$ cat src/rtl/alu_seq16.sv
// Multi-cycle sequencer driving a shared 8-bit ALU: 16-bit add/subtract in two
// carry-chained byte passes, unsigned 8x8 multiply as an 8-step shift-add loop.
`timescale 1ns/1ps
module alu_seq16 #(
    parameter logic [7:0] OP_ADD = 8'h10,
    parameter logic [7:0] OP_ADC = 8'h11,
    parameter logic [7:0] OP_SUB = 8'h12,
    parameter logic [7:0] OP_SBC = 8'h13
) (
    input  logic        clk,
    input  logic        rst_n,
    input  logic        start,
    input  logic [1:0]  op,
    input  logic [15:0] opa,
    input  logic [15:0] opb,
    output logic        busy,
    output logic        done,
    output logic [15:0] result,
    output logic        carry,
    output logic        zero,
    output logic        err,
    output logic [7:0]  alu_a,
    output logic [7:0]  alu_b,
    output logic [7:0]  alu_cins,
    output logic        alu_carryin,
    output logic        alu_oe,
    input  logic [7:0]  alu_out,
    input  logic        alu_carryout
);

    typedef enum logic [2:0] {
        S_IDLE,
        S_LO,
        S_HI,
        S_MUL,
        S_DONE
    } state_t;

    state_t      state;
    logic        is_sub;
    logic [15:0] opa_r;
    logic [15:0] opb_r;
    logic        cflag;
    logic [7:0]  acc_hi;
    // acc_lo[0] would be shifted out before it is ever read, so it is not stored.
    logic [7:1]  acc_lo;
    logic [7:0]  mplr;
    logic [3:0]  mcnt;

    always_ff @(posedge clk or negedge rst_n) begin
        if (!rst_n) begin
            state  <= S_IDLE;
            busy   <= 1'b0;
            done   <= 1'b0;
            result <= '0;
            carry  <= 1'b0;
            zero   <= 1'b0;
            err    <= 1'b0;
            is_sub <= 1'b0;
            opa_r  <= '0;
            opb_r  <= '0;
            cflag  <= 1'b0;
            acc_hi <= '0;
            acc_lo <= '0;
            mplr   <= '0;
            mcnt   <= '0;
        end else begin
            done <= 1'b0;
            case (state)
                S_IDLE: begin
                    if (start) begin
                        is_sub <= op[0];
                        opa_r  <= opa;
                        opb_r  <= opb;
                        err    <= 1'b0;
                        busy   <= 1'b1;
                        case (op)
                            2'b00, 2'b01: state <= S_LO;
                            2'b10: begin
                                state  <= S_MUL;
                                acc_hi <= '0;
                                acc_lo <= '0;
                                mplr   <= opb[7:0];
                                mcnt   <= '0;
                            end
                            default: begin
                                state  <= S_DONE;
                                result <= '0;
                                carry  <= 1'b0;
                                zero   <= 1'b1;
                                err    <= 1'b1;
                                done   <= 1'b1;
                            end
                        endcase
                    end
                end
                S_LO: begin
                    result[7:0] <= alu_out;
                    cflag       <= alu_carryout;
                    state       <= S_HI;
                end
                S_HI: begin
                    result[15:8] <= alu_out;
                    carry        <= alu_carryout;
                    zero         <= ({alu_out, result[7:0]} == 16'h0000);
                    done         <= 1'b1;
                    state        <= S_DONE;
                end
                S_MUL: begin
                    // 17-bit right shift of {carryout, sum, acc_lo}
                    acc_hi <= {alu_carryout, alu_out[7:1]};
                    acc_lo <= {alu_out[0], acc_lo[7:2]};
                    mplr   <= mplr >> 1;
                    mcnt   <= mcnt + 4'd1;
                    if (mcnt == 4'd7) begin
                        result <= {alu_carryout, alu_out, acc_lo[7:1]};
                        carry  <= 1'b0;
                        zero   <= ({alu_carryout, alu_out, acc_lo[7:1]} == 16'h0000);
                        done   <= 1'b1;
                        state  <= S_DONE;
                    end
                end
                S_DONE: begin
                    busy  <= 1'b0;
                    state <= S_IDLE;
                end
                default: begin
                    busy  <= 1'b0;
                    state <= S_IDLE;
                end
            endcase
        end
    end

    always_comb begin
        alu_a       = '0;
        alu_b       = '0;
        alu_cins    = '0;
        alu_carryin = 1'b0;
        alu_oe      = 1'b0;
        case (state)
            S_LO: begin
                alu_a    = opa_r[7:0];
                alu_b    = opb_r[7:0];
                alu_cins = is_sub ? OP_SUB : OP_ADD;
                alu_oe   = 1'b1;
            end
            S_HI: begin
                alu_a       = opa_r[15:8];
                alu_b       = opb_r[15:8];
                alu_cins    = is_sub ? OP_SBC : OP_ADC;
                alu_carryin = cflag;
                alu_oe      = 1'b1;
            end
            S_MUL: begin
                alu_a    = acc_hi;
                alu_b    = mplr[0] ? opa_r[7:0] : 8'h00;
                alu_cins = OP_ADD;
                alu_oe   = 1'b1;
            end
            default: ;
        endcase
    end

endmodule
$ cat config.mk
export PLATFORM = sky130hd
export DESIGN_NAME = alu_seq16
export DESIGN_NICKNAME = d
export VERILOG_FILES = /design/src/rtl/alu_seq16.sv
export SDC_FILE = /design/constraint.sdc
export NUM_CORES = 1
export LEC_CHECK = 0
export ABC_AREA = 1
export BUFFER_PORTS_ARGS = -buffer_cell sky130_fd_sc_hd__buf_2
export CAP_MARGIN = 20
export CORE_MARGIN = 1
export CORE_UTILIZATION = 40
export DETAILED_ROUTE_END_ITERATION = 10
export HOLD_SLACK_MARGIN = 0.05
export PLACE_DENSITY = 0.61
export SKIP_LAST_GASP = 1
export SYNTH_ARGS = -nofsm -noshare
export SYNTH_HDL_FRONTEND = slang
export SYNTH_SLANG_ARGS = --single-unit
$ cat constraint.sdc
create_clock -name clk -period 3.5 [get_ports clk]
set_input_delay 0.175 -clock clk [delete_from_list [all_inputs] [get_ports clk]]
set_output_delay 0.175 -clock clk [all_outputs]
set_load 0.01 [all_outputs]
### Yosys cells after proc, flatten, opt, wreduce, memory -nomap -nowiden

Cells that the tools add are included.

* add/sub/neg operators: 1
* eq/ne operators: 10
* mux-type cells: 43
* bitwise gates (word level): 1
* reductions and logical operators: 16

Operators by type and width (number)
* $pmux 8 s3: 4
* $mux 16: 3
* $mux 8: 5
* $logic_not 16->1: 2
* $pmux 8 s2: 2
* $pmux 5 s3: 1
* $mux 7: 2
* $pmux 7 s2: 1
* $mux 1: 12
* $pmux 3 s4: 1
* $pmux 1 s3: 3
* $mux 4: 2
* $pmux 4 s2: 1
* $reduce_and 4->1: 2
* $eq 3x2->1 const B: 2
* $mux 3: 2
* $ne 2x2->1 const B: 3
* $pmux 3 s2: 1
* $reduce_and 2->1: 3
* $reduce_bool 3->1: 2
* $reduce_or 3->1: 2
* $add 4x1->4 const B: 1
* $eq 4x3->1 const B: 1
* $mux 2: 2
* other kinds (11): 11

* flip-flop bits (word level): 85
* bits of input ports: 46
* output and inout port bits: 47

### Depth between registers and ports, before layout

* depth in word-level cells: 5
* mapped depth: 9

### Worst setup path before layout

Ideal clock, no wire load.

* path kind: reg-to-output
* start point: register state[2]
* end point: output alu_a[2]
* data arrival time: 1.222 ns
* path slack: 2.103 ns
* cell stages (with the launch flop): 8
* path buffers: 2
* cells stage by stage: dfrtp_1 > inv_2 > nand2_2 > nor2_1 > buf_4 > buf_4 > nand2_1 > nand3_1

* cells in the longest elaborated chain, start to end: 2
* elaborated cells between the ends (all ways): 4

RTL lines
* start, declared: RTL line 39 `state_t state;`
* start signal, assigned: RTL line 52 `state <= S_IDLE;`
* start signal, assigned: RTL line 78 `2'b00, 2'b01: state <= S_LO;`
* start signal, assigned: RTL line 80 `state <= S_MUL;`
* $eq 3x2->1 / $eq 3x1->1 (equally long branches): RTL line 141 `case (state)`
* $pmux 8 s3 *: RTL line 141
* end, declared: RTL line 22 `output logic [7:0] alu_a,`

Mark *: on every way between the ends. The rest lies on a longest branch, timed or not.

### Worst setup path after layout

* start point: register state[2]
* end point: output alu_b[7]

* cells in the longest elaborated chain, start to end: 2
* elaborated cells between the ends (all ways): 4

RTL lines
* $eq 3x2->1 / $eq 3x1->1 (equally long branches): RTL line 141
* $pmux 8 s3 *: RTL line 141
* end, declared: RTL line 23 `output logic [7:0] alu_b,`

Marks and branches as above.

==> impl_metrics.ini <==
[setup_path]
crit_top_cell = nand3_1
cp_slowest_cell = nor2_8
crit_type = reg2out
cp_max_fo = 52
critPathRequiredTime_ns = 3.32
crit_buf_inv = 2
end_kind = output port
cpPeakStageDelay_ns = 0.53
start_kind = register
arrival_ns = 2.02
worstPathCellList = inv_2 -> nand2_2 -> nor2_8 -> nand3_1 -> nand3_1 -> buf_2
crit_family = simple AND/OR/NAND/NOR gates

[clock_tree]
cts_buffers = 9
root_buffer = clkbuf_8
cts_resized = 0
tritoncts = done
clkSinkCount = 85
clkLatencyLatePin_ns = 0.35
htree_levels = 3
cts.reportedPaths.clkPinSlew_ns = 0.08
cts_buffer_depth = 2
postCtsSetupRepairBufs = 0

[floorplan]
die_w_um = 103.3
fp-row-count = 36
initial_core_util = 0.4162
io_pins = 93
die_h_um = 103.3
dieArea_um2 = 10670
coreArea_um2 = 9864

[timing]
finClkSkew_ns = 0.004157
max-slew-margin-rel = 0.5497
tightest_slew_ns = 0.6745
period_share = 0.6272
final-setup-viol-count = 0
clock.fmax_mhz = 455.6
hold_viol = 0
finalCriticalPeriod_ns = 2.195
fin_tns_setup_ns = 0
slew_viol_final = 0
rsz0062_at_grt = false

[cells_and_area]
fillCellCount = 993
final_layout_size_suffix_gt1_frac = 0.2025
final_area_um2 = 4996
diodes = 0
fin_cells = 765
area_growth_pct = 21.70
nets = 675

[synthesis]
synthDistinctLibCells = 26
ys_warn_count = 0
synth_area_leaders = dfrtp_1 52%, nand2_1 23%, nand3_1 3.8%
synth-edff-count = 0
yosys.area.top_type = dfrtp_1
syn_area_um2 = 4105
seq_area_frac_synth = 0.5181
ys_ff_latch = 85
synth_commonest_cells = 256 x nand2_1, 85 x dfrtp_1, 31 x nand3_1
yosysMostFrequentCell = nand2_1
syn_avg_cell_area_um2 = 7.834
synthFlopType = dfrtp_1
async_reset_ff_frac = 1.000
synth_top_cell_area_share = 0.5181
synth_cells = 524

[power]
p_leak_uw = 0.002793
p_per_area_nw_per_um2 = 808.5
power.share.sequential = 0.434
p_total_uw = 4039
p_comb_frac = 0.417
clkPwrFrac = 0.149
switching_share = 0.4263
vdd_ir_drop_max_v = 0.0003896
p_sw_uw = 1722
internal_power_uw = 2317

[routing]
ant_nets = 0
vias = 3645
drc = 0
via_per_inst = 4.765
wirelength_um = 10210
initialDrtViolationCount = 180
wl_per_cell_um = 13.34
dr.pass1.iters = 4

[run_status]
status = finished, final reports clean

[placement]
gp_congestion = 0.9234
port_buffers = 87
placed_cells = 724
dpl-instance-area_um2 = 4559
post-dp-hpwl_um = 7022

[job]
max_cap_viol_count = 0

[hold_path]
holdCritPathClass = in2reg

[global_route]
gr-usage-all-layers = 0.2071
grt_first_pass_wirelength_um = 16570
grt_pass1_vias = 3439
grt_max_degree = 86
gr-total-overflow = 0
grt_antenna_before_repair = 0
## kinds of logic (layout without fill, tap and decap cells)
| group | count (synthesis) | in the layout | synth area share |
|---|---|---|---|
| AO/OA/AOI/OAI | 56 | 56 | 0.07772 |
| AND/OR/NAND/NOR | 324 | 324 | 0.3280 |
| other | 1 | 5 | 0.0009135 |
| flip-flops | 85 | 85 | 0.5181 |
| buffers and inverters | 57 | 161 | 0.07223 |
| adder cells (fa/ha/maj) | 1 | 1 | 0.003047 |
## placed cells by master, fill, tap and decap left out
cell           count
dlygate4sd3_1     25
nor3_2             1
o21ai_2            4
inv_1             24
o22ai_1            1
o21ai_0           23
conb_1             5
nor2_1            21
buf_2             86
nand2_1          256
o21a_1             9
nand4_1            1
a21oi_1            2
buf_4              3
clkbuf_1           3
buf_16             1
dfrtp_1           85
ha_1               1
nor2_4             2
o21ai_1           17
nor2_8             2
nand3_1           31
nor2_2             1
nand2_4            2
clkbuf_8          10
or2_2              1
nand2_2            6
inv_2              7
clkinv_2           2
## power groups by stage
stage                     Combinational, uW  Sequential [uW]  Clock [uW]
after floorplan                        1190             1740           0
after global placement                 1650             1760           0
after detailed placement               1680             1770           0
after CTS                              1710             1760         621
after global routing                   1940             1820         657
final                                  1680             1750         601
## repair_timing
item | in CTS | in global routing
hold buffers | 24 | 1
endpoints found under the setup margin | 0 | 0
endpoints found under the hold margin | 24 | 85
## flip-flops by register name, summed over array words and instances (netlist names), 3 cells and up
signal and count:
opa_r 16, opb_r 16, result 16, acc_hi 8
mplr 8, acc_lo 7, mcnt 4, state 3
## tightest hold or removal path: cells and delay by family
kind,cells,cell delay (ns)
AND/OR/NAND/NOR,2,0.13
buffers and inverters,1,0.09
## path summary, 6_finish.rpt
check / slack, ns / end / from / cells past startpoint
worst max-delay path: 1.30 / alu_b[7] / state[2]$_DFFE_PN0P_ / 6
worst min-delay path: 0.07 / opa_r[7]$_DFFE_PN0P_ / opa[7] / 3
worst max register to register: 1.52 / mplr[5]$_DFFE_PN0P_ / state[2]$_DFFE_PN0P_ / 8
worst min register to register: 0.47 / result[11]$_DFFE_PN0P_ / result[11]$_DFFE_PN0P_ / 2
max in group asynchronous: 2.69 / result[5]$_DFFE_PN0P_ / rst_n / 3
min in group asynchronous: 0.20 / is_sub$_DFFE_PN0P_ / rst_n / 2
## routing by layer
layer	global-route usage	part of all wire
met1	0.2871	0.46
met2	0.3292	0.48
met3	0.02755	0.048
met4	0.08559	0.013
met5	0	0
## area by class of cell
class                   instances  area, um^2  share of cell area
clock buffers                  13       148.9             0.02980
clock inverters                 2       10.01            0.002004
flip-flops and latches         85        2127              0.4257
well taps                     133       166.4             0.03331
multi-input cells             386        1697              0.3396
inverters                      31       116.4             0.02329
repair buffers                115       730.7              0.1463
## stage by stage
| step | setup slack, ns | util | hold slack (ns) |
|---|---|---|---|
| CTS | 1.252 | 0.5027 | 0.05623 |
| finish | 1.305 | 0.5065 | 0.07043 |
| global route | 1.136 | 0.5065 | 0.06376 |
| detailed placement | 1.529 | 0.4622 | 0.3849 |
| global placement | 1.590 | 0.4622 | 0.3769 |
| floorplan | 2.103 | - | -0.1206 |
Power figures use the tool's default switching activity.
